## src/rtl/linkc_send_arbiter_pkg.sv

```systemverilog
// -----------------------------------------------------------------------------
// linkc_send_arbiter_pkg
// Shared flit-format constants, flit type codes, arbiter defaults, FSM state
// type and the head/body flit classifier used by the LinkC send arbiter.
// Optional feature macro used by the arbiter: LINKC_ARB_WDT_EN.
// -----------------------------------------------------------------------------
package linkc_send_arbiter_pkg;

  // Flit format
  localparam int unsigned FLIT_WIDTH      = 32;
  localparam int unsigned XY_WIDTH        = 4;
  localparam int unsigned FLIT_TYPE_WIDTH = 3;
  localparam int unsigned FT_LSB          = XY_WIDTH << 2;

  // Flit type codes; only the two *_BODY codes mark continuation flits
  localparam logic [FLIT_TYPE_WIDTH-1:0] FT_RREQ       = 3'd0;
  localparam logic [FLIT_TYPE_WIDTH-1:0] FT_WREQ       = 3'd1;
  localparam logic [FLIT_TYPE_WIDTH-1:0] FT_WDATA_BODY = 3'd2;
  localparam logic [FLIT_TYPE_WIDTH-1:0] FT_RDATA_HEAD = 3'd3;
  localparam logic [FLIT_TYPE_WIDTH-1:0] FT_RDATA_BODY = 3'd4;
  localparam logic [FLIT_TYPE_WIDTH-1:0] FT_WRESP      = 3'd5;

  // Arbiter defaults
  localparam int unsigned LC_ARB_WEIGHT       = 4;
  localparam int unsigned LC_ARB_IDLE_HOLD    = 4;
  localparam int unsigned LC_ARB_STARVE_LIMIT = 64;

  // Side encoding for the "served last" register
  localparam logic SIDE_M = 1'b0;
  localparam logic SIDE_S = 1'b1;

  // State encoding doubles as the grant output encoding
  typedef enum logic [1:0] {
    ST_IDLE  = 2'b00,
    ST_GNT_M = 2'b01,
    ST_GNT_S = 2'b10
  } arb_state_e;

  // Any type code other than the two body codes starts a new packet
  function automatic logic is_head(input logic [FLIT_WIDTH-1:0] flit);
    logic [FLIT_TYPE_WIDTH-1:0] ftype;
    ftype = flit[FT_LSB +: FLIT_TYPE_WIDTH];
    return !((ftype == FT_WDATA_BODY) || (ftype == FT_RDATA_BODY));
  endfunction

endpackage

```

## src/rtl/linkc_starve_wdt.sv

```systemverilog
// -----------------------------------------------------------------------------
// linkc_starve_wdt
// Per-side starvation watchdog: counts cycles a side waits (valid but not
// granted), pulses o_alarm on the cycle the count reaches STARVE_LIMIT and
// then holds o_force until the side is finally granted.
// Only instantiated when LINKC_ARB_WDT_EN is defined.
// Ports:
//   clk, rst   clock, asynchronous active-high reset
//   i_wait     side is valid and not currently granted
//   i_clear    side is currently granted (clears count and force)
//   o_alarm    one-cycle pulse on the wait cycle that reaches the limit
//   o_force    asks the current grant to release at its next boundary
// -----------------------------------------------------------------------------
module linkc_starve_wdt #(
  parameter int unsigned STARVE_LIMIT = 64
) (
  input  logic clk,
  input  logic rst,
  input  logic i_wait,
  input  logic i_clear,
  output logic o_alarm,
  output logic o_force
);

  logic [7:0] r_cnt;
  logic       r_force;
  logic       w_hit;

  // Limit is reached on the wait cycle that would bring the count to the limit
  always_comb begin
    w_hit = 1'b0;
    if (i_wait && !i_clear && (r_cnt == 8'(STARVE_LIMIT - 1))) begin
      w_hit = 1'b1;
    end else begin
      w_hit = 1'b0;
    end
  end

  // Wait counter saturates at the limit so the alarm fires only once per wait
  always_ff @(posedge clk or posedge rst) begin
    if (rst) begin
      r_cnt   <= 8'd0;
      r_force <= 1'b0;
    end else if (i_clear) begin
      r_cnt   <= 8'd0;
      r_force <= 1'b0;
    end else begin
      if (i_wait && (r_cnt != 8'(STARVE_LIMIT))) begin
        r_cnt <= r_cnt + 8'd1;
      end
      if (w_hit) begin
        r_force <= 1'b1;
      end
    end
  end

  assign o_alarm = w_hit;
  assign o_force = r_force;

endmodule

```

## src/rtl/linkc_send_arbiter.sv

```systemverilog
// -----------------------------------------------------------------------------
// linkc_send_arbiter
// Packet-atomic weighted round-robin arbiter between the MNI and SNI send
// FIFOs (show-ahead) and the shared router send FIFO. One flit per cycle,
// packets never interleave, each grant carries a flit credit that is only
// honoured at packet boundaries.
// Optional feature: define LINKC_ARB_WDT_EN to build the starvation watchdog.
// Ports:
//   clk, rst            clock, asynchronous active-high reset
//   m_flit/m_valid      MNI FIFO head flit and valid; m_deq pops it
//   s_flit/s_valid      SNI FIFO head flit and valid; s_deq pops it
//   sbuf_full           router send FIFO full
//   sbuf_flit/sbuf_we   flit and enqueue strobe to the router send FIFO
//   grant               registered grant, 01=MNI 10=SNI 00=none
//   starve_alarm        one-cycle watchdog pulse (0 without the watchdog)
// -----------------------------------------------------------------------------
module linkc_send_arbiter
  import linkc_send_arbiter_pkg::*;
#(
  parameter int unsigned M_WEIGHT     = LC_ARB_WEIGHT,
  parameter int unsigned S_WEIGHT     = LC_ARB_WEIGHT,
  parameter int unsigned IDLE_HOLD    = LC_ARB_IDLE_HOLD,
  parameter int unsigned STARVE_LIMIT = LC_ARB_STARVE_LIMIT
) (
  input  logic                  clk,
  input  logic                  rst,
  input  logic [FLIT_WIDTH-1:0] m_flit,
  input  logic                  m_valid,
  output logic                  m_deq,
  input  logic [FLIT_WIDTH-1:0] s_flit,
  input  logic                  s_valid,
  output logic                  s_deq,
  input  logic                  sbuf_full,
  output logic [FLIT_WIDTH-1:0] sbuf_flit,
  output logic                  sbuf_we,
  output logic [1:0]            grant,
  output logic                  starve_alarm
);

  arb_state_e            r_state;
  arb_state_e            w_next_state;
  arb_state_e            w_other;
  logic [3:0]            r_credit;
  logic [3:0]            w_credit_nxt;
  logic [3:0]            r_hold_cnt;
  logic [3:0]            w_hold_nxt;
  logic                  r_last;
  logic                  w_last_nxt;
  logic                  w_gv;
  logic                  w_ov;
  logic                  w_force;
  logic                  w_boundary;
  logic                  w_release;
  logic [FLIT_WIDTH-1:0] w_gflit;
  logic                  w_m_force;
  logic                  w_s_force;

`ifdef LINKC_ARB_WDT_EN
  logic w_m_alarm;
  logic w_s_alarm;

  linkc_starve_wdt #(.STARVE_LIMIT(STARVE_LIMIT)) u_wdt_m (
    .clk     (clk),
    .rst     (rst),
    .i_wait  (m_valid && (r_state != ST_GNT_M)),
    .i_clear (r_state == ST_GNT_M),
    .o_alarm (w_m_alarm),
    .o_force (w_m_force)
  );

  linkc_starve_wdt #(.STARVE_LIMIT(STARVE_LIMIT)) u_wdt_s (
    .clk     (clk),
    .rst     (rst),
    .i_wait  (s_valid && (r_state != ST_GNT_S)),
    .i_clear (r_state == ST_GNT_S),
    .o_alarm (w_s_alarm),
    .o_force (w_s_force)
  );

  assign starve_alarm = w_m_alarm | w_s_alarm;
`else
  assign w_m_force    = 1'b0;
  assign w_s_force    = 1'b0;
  assign starve_alarm = 1'b0;
`endif

  // Steer the granted side's inputs; the force that matters is the one
  // raised by the side currently waiting
  always_comb begin
    w_gv    = 1'b0;
    w_gflit = '0;
    w_ov    = 1'b0;
    w_other = ST_IDLE;
    w_force = 1'b0;
    case (r_state)
      ST_GNT_M: begin
        w_gv    = m_valid;
        w_gflit = m_flit;
        w_ov    = s_valid;
        w_other = ST_GNT_S;
        w_force = w_s_force;
      end
      ST_GNT_S: begin
        w_gv    = s_valid;
        w_gflit = s_flit;
        w_ov    = m_valid;
        w_other = ST_GNT_M;
        w_force = w_m_force;
      end
      default: begin
        w_gv    = 1'b0;
        w_gflit = '0;
        w_ov    = 1'b0;
        w_other = ST_IDLE;
        w_force = 1'b0;
      end
    endcase
  end

  // Next state, transfer strobes and credit/hold bookkeeping
  always_comb begin
    w_next_state = r_state;
    w_credit_nxt = r_credit;
    w_hold_nxt   = r_hold_cnt;
    w_last_nxt   = r_last;
    m_deq        = 1'b0;
    s_deq        = 1'b0;
    sbuf_we      = 1'b0;
    sbuf_flit    = '0;
    w_boundary   = w_gv && is_head(w_gflit);
    // A release cycle never transfers, which is the one-cycle handover bubble
    w_release    = ((r_credit == 4'd0) && w_boundary) ||
                   (!w_gv && (r_hold_cnt == 4'(IDLE_HOLD - 1))) ||
                   (w_force && w_boundary);

    if (r_state == ST_IDLE) begin
      // Tie goes to the side not served last
      if (m_valid && (!s_valid || (r_last == SIDE_S))) begin
        w_next_state = ST_GNT_M;
      end else if (s_valid) begin
        w_next_state = ST_GNT_S;
      end else begin
        w_next_state = ST_IDLE;
      end
    end else begin
      sbuf_flit = w_gflit;
      if (w_release) begin
        w_next_state = w_ov ? w_other : ST_IDLE;
      end else if (w_gv && !sbuf_full) begin
        sbuf_we    = 1'b1;
        w_hold_nxt = 4'd0;
        if (r_state == ST_GNT_M) begin
          m_deq = 1'b1;
        end else begin
          s_deq = 1'b1;
        end
        if (r_credit != 4'd0) begin
          w_credit_nxt = r_credit - 4'd1;
        end else begin
          w_credit_nxt = 4'd0;
        end
      end else if (w_gv) begin
        // Back-pressure: hold everything, nothing leaves the FIFO
        w_hold_nxt = 4'd0;
      end else begin
        w_hold_nxt = r_hold_cnt + 4'd1;
      end
    end

    // Grant entry reloads credit for the newly granted side
    if ((w_next_state != r_state) && (w_next_state == ST_GNT_M)) begin
      w_credit_nxt = 4'(M_WEIGHT);
      w_hold_nxt   = 4'd0;
      w_last_nxt   = SIDE_M;
    end else if ((w_next_state != r_state) && (w_next_state == ST_GNT_S)) begin
      w_credit_nxt = 4'(S_WEIGHT);
      w_hold_nxt   = 4'd0;
      w_last_nxt   = SIDE_S;
    end else begin
      w_last_nxt   = w_last_nxt;
    end
  end

  // State, credit, idle-hold counter and last-served registers
  always_ff @(posedge clk or posedge rst) begin
    if (rst) begin
      r_state    <= ST_IDLE;
      r_credit   <= 4'd0;
      r_hold_cnt <= 4'd0;
      r_last     <= SIDE_S;
    end else begin
      r_state    <= w_next_state;
      r_credit   <= w_credit_nxt;
      r_hold_cnt <= w_hold_nxt;
      r_last     <= w_last_nxt;
    end
  end

  assign grant = r_state;

endmodule

```

## config.mk

```make
export PLATFORM = sky130hd
export DESIGN_NAME = linkc_send_arbiter
export DESIGN_NICKNAME = d
export VERILOG_FILES = /design/src/rtl/linkc_send_arbiter_pkg.sv /design/src/rtl/linkc_starve_wdt.sv /design/src/rtl/linkc_send_arbiter.sv
export SDC_FILE = /design/constraint.sdc
export NUM_CORES = 1
export LEC_CHECK = 0
export CORE_ASPECT_RATIO = 0.5
export CORE_UTILIZATION = 35
export CTS_BUF_LIST = sky130_fd_sc_hd__clkbuf_4
export DETAILED_ROUTE_END_ITERATION = 16
export GPL_TIMING_DRIVEN = 1
export PLACE_DENSITY = 0.95
export SLEW_MARGIN = 20
export SYNTH_ARGS = -nofsm -noshare
export SYNTH_HDL_FRONTEND = slang
export SYNTH_SLANG_ARGS = --single-unit
```

## constraint.sdc

```tcl
create_clock -name clk -period 3.6 [get_ports clk]
set_clock_uncertainty 0.15 [all_clocks]
set_input_delay 0.54 -clock clk [delete_from_list [all_inputs] [get_ports clk]]
set_output_delay 0.54 -clock clk [all_outputs]
set_load 0.02 [all_outputs]
```

Word level (Yosys, flattened, before mapping)
Index checks and enable logic that the tools add are counted.
{"block": "word_totals", "regBits": 11, "input_bits": 69, "output_inout_bits": 38, "wordCells": 72}
{"block": "classes", "addsub": 2, "n_eq_ne": 10, "mux": 35, "reduce_logical": 21}
{"cell": "one-hot mux 32 bit (2 select lines)", "count": 1}
{"cell": "2-to-1 mux 4 bit", "count": 12}
{"cell": "2-to-1 mux 32 bit", "count": 1}
{"cell": "2-to-1 mux 1 bit", "count": 13}
{"cell": "2-to-1 mux 2 bit", "count": 5}
{"cell": "logical AND 1 bit", "count": 7}
{"cell": "!= test 3 x 1 -> 1 bit (second input constant)", "count": 2}
{"cell": "adder 4 x 1 -> 4 bit (second input constant)", "count": 1}
{"cell": "equality test 2 x 1 -> 1 bit (second input constant)", "count": 2}
{"cell": "equality test 2 bit (second input constant)", "count": 2}
{"cell": "equality test 4 x 2 -> 1 bit (second input constant)", "count": 1}
{"cell": "zero test 1 bit", "count": 4}
{"cell": "zero test 4 bit", "count": 1}
{"cell": "one-hot mux 1 bit (2 select lines)", "count": 2}
{"cell": "one-hot mux 2 bit (2 select lines)", "count": 1}
{"cell": "nonzero test 4 bit", "count": 1}
{"cell": "subtractor 4 x 1 -> 4 bit (second input constant)", "count": 1}
{"cell": "equality test 3 x 2 -> 1 bit (second input constant)", "count": 1}
{"cell": "equality test 3 bit (second input constant)", "count": 1}
{"cell": "logical OR 1 bit", "count": 3}
{"cell": "AND reduction 3 bit", "count": 1}
{"cell": "nonzero test 3 bit", "count": 1}
{"cell": "zero test 2 bit", "count": 1}
{"cell": "!= test 2 bit", "count": 1}
{"cell": "other kinds (2)", "count": 2}

Depth between registers and ports, before layout
Gate-level depths: netlist of the first run.
{"block": "logic_depth", "word_depth": 14, "depth_mapped": 11, "mapped_depth_nobuf": 9}

Worst setup path after synthesis of the first run
Ideal clock, no wire load.
{"block": "synth_path", "kind": "register to register", "from": "register r_state[0] (netlist: grant[0])", "to": "register r_credit[2]", "arrival_ns": 2.831, "setup_slack_ns": 0.480, "stages_incl_launch_ff": 11, "n_path_buf": 1, "period_less_slack_ns": 3.120, "path_cell_list": "dfrtp_1 -> inv_1 -> ha_1 -> buf_2 -> a22oi_1 -> o21ai_0 -> a32oi_1 -> nor2_1 -> a311oi_4 -> a211oi_4 -> or4_1"}
{"block": "synth_between", "elab_chain_cells": 14, "word_cells_on_any_way": 31, "cone_classes": "eq/ne: 9; mux: 9; reduce/logical: 13"}
{"item": "start, declared", "line_no": "linkc_send_arbiter.sv:40", "text": "arb_state_e r_state;"}
{"item": "start signal, assigned", "line_no": "linkc_send_arbiter.sv:192", "text": "r_state <= w_next_state;"}
{"item": "equality test 2 bit or equality test 2 x 1 -> 1 bit (tied branches)", "line_no": "linkc_send_arbiter.sv:95", "text": "case (r_state)"}
{"item": "one-hot mux 32 bit (2 select lines)", "line_no": "linkc_send_arbiter.sv:95"}
{"item": "equality test 3 x 2 -> 1 bit or equality test 3 bit (tied branches)", "line_no": "linkc_send_arbiter_pkg.sv:43", "text": "return !((ftype == FT_WDATA_BODY) || (ftype == FT_RDATA_BODY));"}
{"item": "logical OR 1 bit", "line_no": "linkc_send_arbiter_pkg.sv:43"}
{"item": "zero test 1 bit", "line_no": "linkc_send_arbiter_pkg.sv:43"}
{"item": "logical AND 1 bit", "line_no": "linkc_send_arbiter.sv:130", "text": "w_boundary = w_gv && is_head(w_gflit);"}
{"item": "logical AND 1 bit", "line_no": "linkc_send_arbiter.sv:132", "text": "w_release = ((r_credit == 4'd0) && w_boundary) ||"}
{"item": "logical OR 1 bit", "line_no": "linkc_send_arbiter.sv:132"}
{"item": "2-to-1 mux 2 bit", "line_no": "linkc_send_arbiter.sv:147", "text": "if (w_release) begin"}
{"item": "2-to-1 mux 2 bit", "line_no": "linkc_send_arbiter.sv:136", "text": "if (r_state == ST_IDLE) begin"}
{"item": "!= test 2 bit, or another cell as far along", "line_no": "linkc_send_arbiter.sv:171, linkc_send_arbiter.sv:175"}
{"item": "logical AND 1 bit (on tied branches)", "line_no": "linkc_send_arbiter.sv:171, linkc_send_arbiter.sv:175"}
{"item": "!= test 3 x 1 -> 1 bit (no line), or another cell as far along"}
{"item": "AND reduction 3 bit (no line) or 2-to-1 mux 4 bit (tied branches)"}
{"item": "end signal, assigned", "line_no": "linkc_send_arbiter.sv:193", "text": "r_credit <= w_credit_nxt;"}
{"item": "end, declared", "line_no": "linkc_send_arbiter.sv:43", "text": "logic [3:0] r_credit;"}
Several ways; a longest one is shown, not always the timed one.
A chain may end at the register's enable or synchronous reset.

Worst setup path in the final report of the first run
{"block": "layout_path", "from": "register r_state[0] (netlist: grant[0])", "to": "output sbuf_we"}
{"block": "layout_between", "elab_chain_cells": 10, "word_cells_on_any_way": 18, "cone_classes": "eq/ne: 4; mux: 5; reduce/logical: 9"}
{"item": "equality test 2 bit or equality test 2 x 1 -> 1 bit (tied branches)", "line_no": "linkc_send_arbiter.sv:95"}
{"item": "one-hot mux 32 bit (2 select lines)", "line_no": "linkc_send_arbiter.sv:95"}
{"item": "equality test 3 x 2 -> 1 bit or equality test 3 bit (tied branches)", "line_no": "linkc_send_arbiter_pkg.sv:43"}
{"item": "logical OR 1 bit", "line_no": "linkc_send_arbiter_pkg.sv:43"}
{"item": "zero test 1 bit", "line_no": "linkc_send_arbiter_pkg.sv:43"}
{"item": "logical AND 1 bit", "line_no": "linkc_send_arbiter.sv:130"}
{"item": "logical AND 1 bit", "line_no": "linkc_send_arbiter.sv:132"}
{"item": "logical OR 1 bit", "line_no": "linkc_send_arbiter.sv:132"}
{"item": "2-to-1 mux 1 bit", "line_no": "linkc_send_arbiter.sv:147"}
{"item": "2-to-1 mux 1 bit (*)", "line_no": "linkc_send_arbiter.sv:136"}
{"item": "end, declared", "line_no": "linkc_send_arbiter.sv:35", "text": "output logic sbuf_we,"}
Mark *: on every way between the ends. The rest lies on a longest branch, timed or not.

==> results of run 1 <==
-- sequential cells by signal, summed over array words and instances, names as in the netlist --
name / flops
grant: 2
r_credit: 4
r_hold_cnt: 4
r_last: 1
-- power groups by stage --
| stage | clock network [mW] | logic (mW) | registers [mW] |
|---|---|---|---|
| finish | 0.0886 | 1.57 | 0.203 |
| global placement | 0 | 1.51 | 0.200 |
| global route | 0.0949 | 1.69 | 0.206 |
| detailed placement | 0 | 1.54 | 0.203 |
| CTS | 0.0900 | 1.55 | 0.201 |
| floorplan | 0 | 0.912 | 0.208 |
-- routing by layer --
| layer | routed length, microns | global-route usage | vias up |
|---|---|---|---|
| met5 | 0 | 0 | - |
| met4 | 80 | 0.108 | 0 |
| met3 | 373 | 0.0446 | 9 |
| met2 | 2550 | 0.447 | 77 |
| met1 | 2130 | 0.257 | 896 |
| li1 | - | - | 931 |
-- through the flow --
stage | util | power [mW] | cells | cell area, sq um
after global placement | 0.695 | 1.71 | 347 | 2520
after floorplan | - | 1.12 | 195 | 1390
after detailed placement | 0.695 | 1.74 | 347 | 2520
final | 0.709 | 1.86 | 351 | 2570
after CTS | 0.704 | 1.84 | 351 | 2550
after global routing | 0.709 | 1.99 | 351 | 2570
-- cells by family (layout without fill, tap and decap cells) --
family,count (synthesis),after routing
compound gates,68,68
fa+ha+maj,6,6
buf+inv,27,132
flops,11,11
mux,2,2
other cells,1,1
simple gates,80,80
-- cells in the mapped netlist, types with 2 or more instances --
library cell | instances | area share
ha_1 | 6 | 0.054
buf_2 | 2 | 0.0072
a32oi_1 | 3 | 0.019
a31oi_1 | 4 | 0.018
mux2i_1 | 2 | 0.014
nand2_1 | 10 | 0.027
buf_4 | 2 | 0.011
clkbuf_1 | 6 | 0.016
nand3_1 | 5 | 0.018
buf_1 | 4 | 0.011
a211oi_1 | 2 | 0.011
nor3b_1 | 3 | 0.016
a22oi_1 | 32 | 0.17
a21oi_1 | 12 | 0.043
nor2_1 | 38 | 0.10
inv_1 | 13 | 0.035
and3_1 | 2 | 0.0090
nor4_1 | 2 | 0.0090
dfrtp_1 | 10 | 0.18
nand2b_1 | 2 | 0.0090
nor2b_1 | 2 | 0.0090
o21ai_0 | 3 | 0.011
nor3_1 | 9 | 0.032
-- what timing repair did --
action | 4_1_cts | 5_1_grt
endpoints found under the hold margin | 0 | 0
resized for setup | 1 | 7
setup endpoints to repair | 2 | 3
-- worst paths after layout --
check,start,endpoint,depth (start not counted)
min reg2reg,r_last$_DFFE_PP1P_,r_last$_DFFE_PP1P_,2
min,r_last$_DFFE_PP1P_,r_last$_DFFE_PP1P_,2
min in group asynchronous,rst,r_hold_cnt[0]$_DFFE_PP0P_,2
max,grant[0]$_DFF_PP0_,sbuf_we,9
max in group asynchronous,rst,r_last$_DFFE_PP1P_,2
max reg2reg,grant[1]$_DFF_PP0_,r_credit[2]$_DFFE_PP0P_,10
-- cells in the final DEF, fill, tap and decap left out, types with 3 or more instances in the layout --
master	n
a22oi_1	32
a21oi_1	12
a32oi_1	3
a31oi_1	4
nor3b_1	3
nand2_1	10
nor3_1	9
inv_1	13
nor2_1	38
dfrtp_1	9
nand3_1	5
o21ai_0	3
buf_4	9
clkdlybuf4s50_1	103
clkbuf_4	4
ha_1	4
-- layout make-up --
cell class	instances	area [sq um]	share of cell area
repair buffers	115	1130	0.442
multi-input cells	157	1010	0.394
flip-flops and latches	11	278	0.108
well taps	51	63.8	0.0249
inverters	13	48.8	0.0190
clock buffers	4	30.0	0.0117
-- worst max-delay path: stages, from the launching register on --
cell and delay [ps]:
dfrtp_2 470, inv_1 150, ha_2 300, buf_4 200, a211oi_1 80, a211o_1 290, a21o_4 250, nand2_1 120
inv_1 50, clkdlybuf4s50_1 530
==> summary.txt, run 1 <==
Clock tree
  • Worst skew pair latency: 270 ps
  • Quantity of hold-fixing buffers added after cts: 0
  • Total clock sinks: 11
  • CTS tree: yes
  • Setup repair bufs after CTS: 0
  • Reg clk slew, reported paths: 60 ps
  • H-tree levels: 1
  • CTS Buf Count: 3
  • Clock Path Buffers: 2
  • Root Driver: clkbuf_4

Detailed routing
  • Wire length per cell: 14.6 microns
  • 1st-iter DRT viols: 97
  • Routed via count: roughly 1900
  • First-pass DRT Iterations: 4
  • DRT antenna net count: 0
  • DRC violation count after routing: 0
  • Final WL: 5140 microns
  • Via-per-instance ratio: 5.45

Die
  • Core area: 3620 sq um
  • Die height: 46.6 microns
  • I/O pins: 107
  • Initial core utilization: 0.384
  • Die width: 91.2 microns
  • Die area: 4250 sq um
  • # rows: 15

Synth
  • Primary FF master, synth: dfrtp_1
  • Largest family of logic cells by synthesized area: compound AO/OA/AOI/OAI gates
  • YS warnings: 0
  • Mux contribution to synthesized area: 0.0144
  • Synth Area in XOR/XNOR: 0
  • Avg Cell Area, Syn: 7.14 sq um
  • Synth Area in Adders: 0.0540
  • FF+latch count, synth: 11
  • Number of flops mapped to enable cells by yosys: 0
  • Simple-Gate Fraction of Synth Area: 0.272
  • Synthesized instance count: 195
  • Ys async rst share: 1.00
  • Sequential-to-total area share from yosys stat: 0.199
  • Compound-Gate Fraction of Synth Area: 0.379
  • Net Count, Synth: 270
  • Yosys cell types: 44
  • Mapped Area: between 1000 and 1500 sq um

Pwr
  • P_int: ~910 uW
  • Reg power frac: 0.109
  • Pwr dens: 725 nW/um^2
  • Sw Share: 0.511
  • Psw: 952 uW
  • Comb pwr share: 0.843
  • LEAKAGE: between 1 and 1.5 nW
  • Worst IR Drop VDD: 0.332 mV
  • Clk pwr share: 0.048

STA
  • Hold Violations, Final: 0
  • Max frequency: 293 MHz
  • Max-slew headroom: 0.674
  • Final setup viols: 0
  • Hold slack final: about 380 ps
  • Setup TNS: 0 ps
  • Period utilization: 0.948
  • Fin crit period: about 3400 ps
  • RSZ-0062 raised after global routing: no
  • Slew @ Worst Pin: 485 ps
  • Max-slew violations: 0
  • Setup ws final: ~190 ps

Global route
  • All-layer global routing usage: 0.230
  • Pin count of the biggest net entering global routing: 33
  • GR Overflow Total: 0
  • Number of global-route vias before repair: 1779
  • First-pass GRT wire length: 7780 microns
  • Initial antenna violation count: 0

Cells and area
  • Antenna cell count: 0
  • Layout Nets: ~380
  • Filler cell count in the final layout: ~270
  • Share of cells above drive strength 1: 0.0833
  • Synth-to-Final Area Change: 84.5%

Worst setup path
  • CP required: 2910 ps
  • Critical path arrival: 2720 ps
  • Worst R2R Setup Slack: 270 ps
  • Startpoint type of the worst setup path: register
  • Crit. End Element: output port
  • Critical path fanouts, max: 10
  • Crit Path Class: reg -> out

Hold path
  • HP Class: reg -> reg

Run status
  • Status: completed

Flow run
  • Number of max-cap violations: 0

Placement
  • GPL Wtd Cong: about 0.86
  • DP HPWL: 4010 microns
  • Setup WS pre-CTS: between 150 and 200 ps
  • Port Buf Inserts: 105
Power figures use the tool's default switching activity.
==> inputs of run 2 (changes only) <==
--- a/config.mk
+++ b/config.mk
@@ -5,12 +5,14 @@
 export SDC_FILE = /design/constraint.sdc
 export NUM_CORES = 1
 export LEC_CHECK = 0
+export ABC_AREA = 1
 export CORE_ASPECT_RATIO = 0.5
-export CORE_UTILIZATION = 35
+export CORE_UTILIZATION = 34
 export CTS_BUF_LIST = sky130_fd_sc_hd__clkbuf_4
+export CTS_CLUSTER_SIZE = 10
 export DETAILED_ROUTE_END_ITERATION = 16
 export GPL_TIMING_DRIVEN = 1
-export PLACE_DENSITY = 0.95
+export PLACE_DENSITY = 0.94
 export SLEW_MARGIN = 20
 export SYNTH_ARGS = -nofsm -noshare
 export SYNTH_HDL_FRONTEND = slang
==> run 2 against run 1 <==
  * Core utilization is 2.3 points lower
  * Sequential power up 6%
  * Non-clock buffer count fell by 5
  * Critical path type unchanged
  * Design area shrank 3.7%
  * Flip-flop and latch count stayed put
  * Highest routed layer unchanged
  * Die area shrank 0.74%
  * Global-route usage is 1.9 points lower
==> summary.txt, run 2 <==
Run status
  • Status: completed

Die
  • # rows: 15
  • Die width: 90.8 microns
  • I/O pins: 107
  • Die height: approximately 46 microns
  • Initial core utilization: 0.372
  • Core area: 3600 sq um
  • Die area: 4220 sq um

Placement
  • Placed cells: approximately 380
  • Setup WS pre-CTS: 375 ps
  • DP HPWL: 3640 microns
  • Port Buf Inserts: 105
  • GPL Wtd Cong: 0.932
  • Placed inst area: approximately 2400 sq um

Cells and area
  • Share of cells above drive strength 1: 0.116
  • Most common cell after layout, fill and taps aside: clkdlybuf4s50_1
  • Post-layout util: 0.686
  • Layout Nets: 405
  • Final Instance Area: 2470 sq um
  • Synth-to-Final Area Change: 84.3%
  • Commonest cells after routing, fill and taps aside: clkdlybuf4s50_1 (102), nand2_1 (80), a21oi_1 (35)
  • Finished Layout Cells: between 300 and 400
  • Filler cell count in the final layout: 317
  • Antenna cell count: 0

Synth
  • Synth area leaders: nand2_1 (22%), dfrtp_1 (19%), a21oi_1 (13%), ha_1 (5.6%), nor2_1 (5.3%)
  • Number of flops mapped to enable cells by yosys: 0
  • FF+latch count, synth: 11
  • Yosys cell types: 28
  • Avg Cell Area, Syn: 5.91 sq um
  • Ys async rst share: 1.00
  • Synthesized instance count: between 200 and 250
  • Yosys top cell by area: nand2_1
  • YS warnings: 0
  • Post-synth top area share: 0.224
  • Sequential-to-total area share from yosys stat: 0.206
  • Net Count, Synth: around 300
  • Primary FF master, synth: dfrtp_1
  • Mapped Area: roughly 1300 sq um
  • Count leader, synth: nand2_1
  • Synth top cells by count: nand2_1 (80), a21oi_1 (35), nor2_1 (19)

Pwr
  • Sw Share: 0.533
  • P_int: 691 uW
  • Worst IR Drop VDD: 0.363 mV
  • Pwr dens: 598 nW/um^2
  • Psw: 788 uW
  • Clk pwr share: 0.061
  • Overall Power: 1.48 mW
  • Comb pwr share: 0.793
  • Reg power frac: 0.145
  • LEAKAGE: 1.06 nW

Detailed routing
  • DRC violation count after routing: 0
  • Via-per-instance ratio: 4.79
  • DRT antenna net count: 0
  • Wire length per cell: between 10 and 15 microns
  • 1st-iter DRT viols: 57
  • M1 WL: 2030 microns
  • Routed wl met2: approximately 2300 microns
  • Routed via count: 1820
  • Max layer used: met4
  • Met3 Routed Length: 270 microns
  • Final WL: 4590 microns
  • First-pass DRT Iterations: 4

Worst setup path
  • Crit path depth: 7
  • Critical path arrival: roughly 2500 ps
  • CP required: between 2000 and 3000 ps
  • Worst Setup EP: sbuf_flit[22]
  • Worst R2R Setup Slack: 1150 ps
  • Crit Path Class: reg -> out
  • Startpoint type of the worst setup path: register
  • Most numerous cell on the critical path: inv_1
  • Worst stage delay on the critical path: about 640 ps
  • R2R Path End: r_credit[3]$_DFFE_PP0P_
  • Critical path, cell by cell: inv_1 -> ha_1 -> inv_1 -> nand2_1 -> buf_4 -> a21oi_1 -> clkdlybuf4s50_1
  • Crit. End Element: output port
  • Critical path startpoint: grant[0]$_DFF_PP0_
  • Crit path buf inv count: 4
  • Worst path top cell family by delay: buffers and inverters
  • Critical path fanouts, max: 32
  • Reg2Reg Depth: 14
  • R2r startpoint: grant[1]$_DFF_PP0_
  • Slowest cell on crit path: clkdlybuf4s50_1

Clock tree
  • CTS Buf Count: 3
  • Total clock sinks: 11
  • Quantity of hold-fixing buffers added after cts: 0
  • Worst skew pair latency: 270 ps
  • Clock Path Buffers: 2
  • Setup repair bufs after CTS: 0
  • CTS tree: yes
  • H-tree levels: 1
  • Root Driver: clkbuf_4
  • Reg clk slew, reported paths: 70 ps
  • # resized after CTS: 0

Flow run
  • Number of max-cap violations: 0

STA
  • Setup ws final: ~460 ps
  • Period utilization: 0.871
  • Hold Violations, Final: 0
  • Max-slew violations: 0
  • RSZ-0062 raised after global routing: no
  • Hold slack final: 342 ps
  • Fin crit period: 3140 ps
  • Final setup viols: 0
  • Max frequency: between 300 and 400 MHz
  • Setup TNS: 0 ps

Global route
  • Pin count of the biggest net entering global routing: 33
  • Number of global-route vias before repair: 1667
  • All-layer global routing usage: 0.211
  • Initial antenna violation count: 0
  • First-pass GRT wire length: 7280 microns
  • GR Overflow Total: 0

Hold path
  • HP Class: reg -> reg
## run 2: worst min-delay path by stage
stage / start / to / slack (ps) / cells past startpoint
after CTS: r_last$_DFFE_PP1P_ / r_last$_DFFE_PP1P_ / 340 / 2
final: r_last$_DFFE_PP1P_ / r_last$_DFFE_PP1P_ / 340 / 2
after detailed placement: r_last$_DFFE_PP1P_ / r_last$_DFFE_PP1P_ / 330 / 2
after floorplan: rst / grant[0]$_DFF_PP0_ / 240 / 1
after global placement: r_last$_DFFE_PP1P_ / r_last$_DFFE_PP1P_ / 320 / 2
after global routing: r_last$_DFFE_PP1P_ / r_last$_DFFE_PP1P_ / 370 / 2
## run 2: worst register-to-register path: stages (launching register included)
cell and delay, ps:
dfrtp_2 450, inv_1 150, ha_1 280, buf_4 250, inv_1 90, o21ai_0 210, nand2_1 80, nor2_1 110
nand2_2 70, nand2_1 60, nand2_1 60, nand2_2 90, o211ai_4 120, nand2_4 120, nor2_1 60
## run 2: cell type report
cell class | instances | area (sq um) | area share
Sequential cell | 11 | 278 | 0.112
Tap cell | 51 | 63.8 | 0.0258
Timing Repair Buffer | 110 | 1100 | 0.443
Inverter | 22 | 82.6 | 0.0334
Clock buffer | 4 | 30.0 | 0.0121
Multi-Input combinational cell | 182 | 922 | 0.373
## run 2: power by group through the flow
| stage | clock, mW | combinational, mW | sequential [mW] |
|---|---|---|---|
| 3_5_place_dp | 0 | 1.17 | 0.216 |
| 5_1_grt | 0.0980 | 1.29 | 0.222 |
| 6_report | 0.0907 | 1.17 | 0.215 |
| 4_1_cts | 0.0941 | 1.18 | 0.214 |
| 2_1_floorplan | 0 | 0.762 | 0.222 |
| 3_3_place_gp | 0 | 1.13 | 0.213 |
## run 2: routing by layer
layer / global-route usage / vias up
met5: 0 / -
met4: 0.0603 / 0
met3: 0.0198 / 5
met2: 0.418 / 59
met1: 0.254 / 835
li1: - / 921
## run 2: cells by family after synthesis
logic type | synth area share
AO/OA/AOI/OAI | 0.193
XOR/XNOR | 0.00653
adder cells (fa/ha/maj) | 0.0560
buffers and inverters | 0.106
flip-flops | 0.206
other | 0.00280
AND/OR/NAND/NOR | 0.429
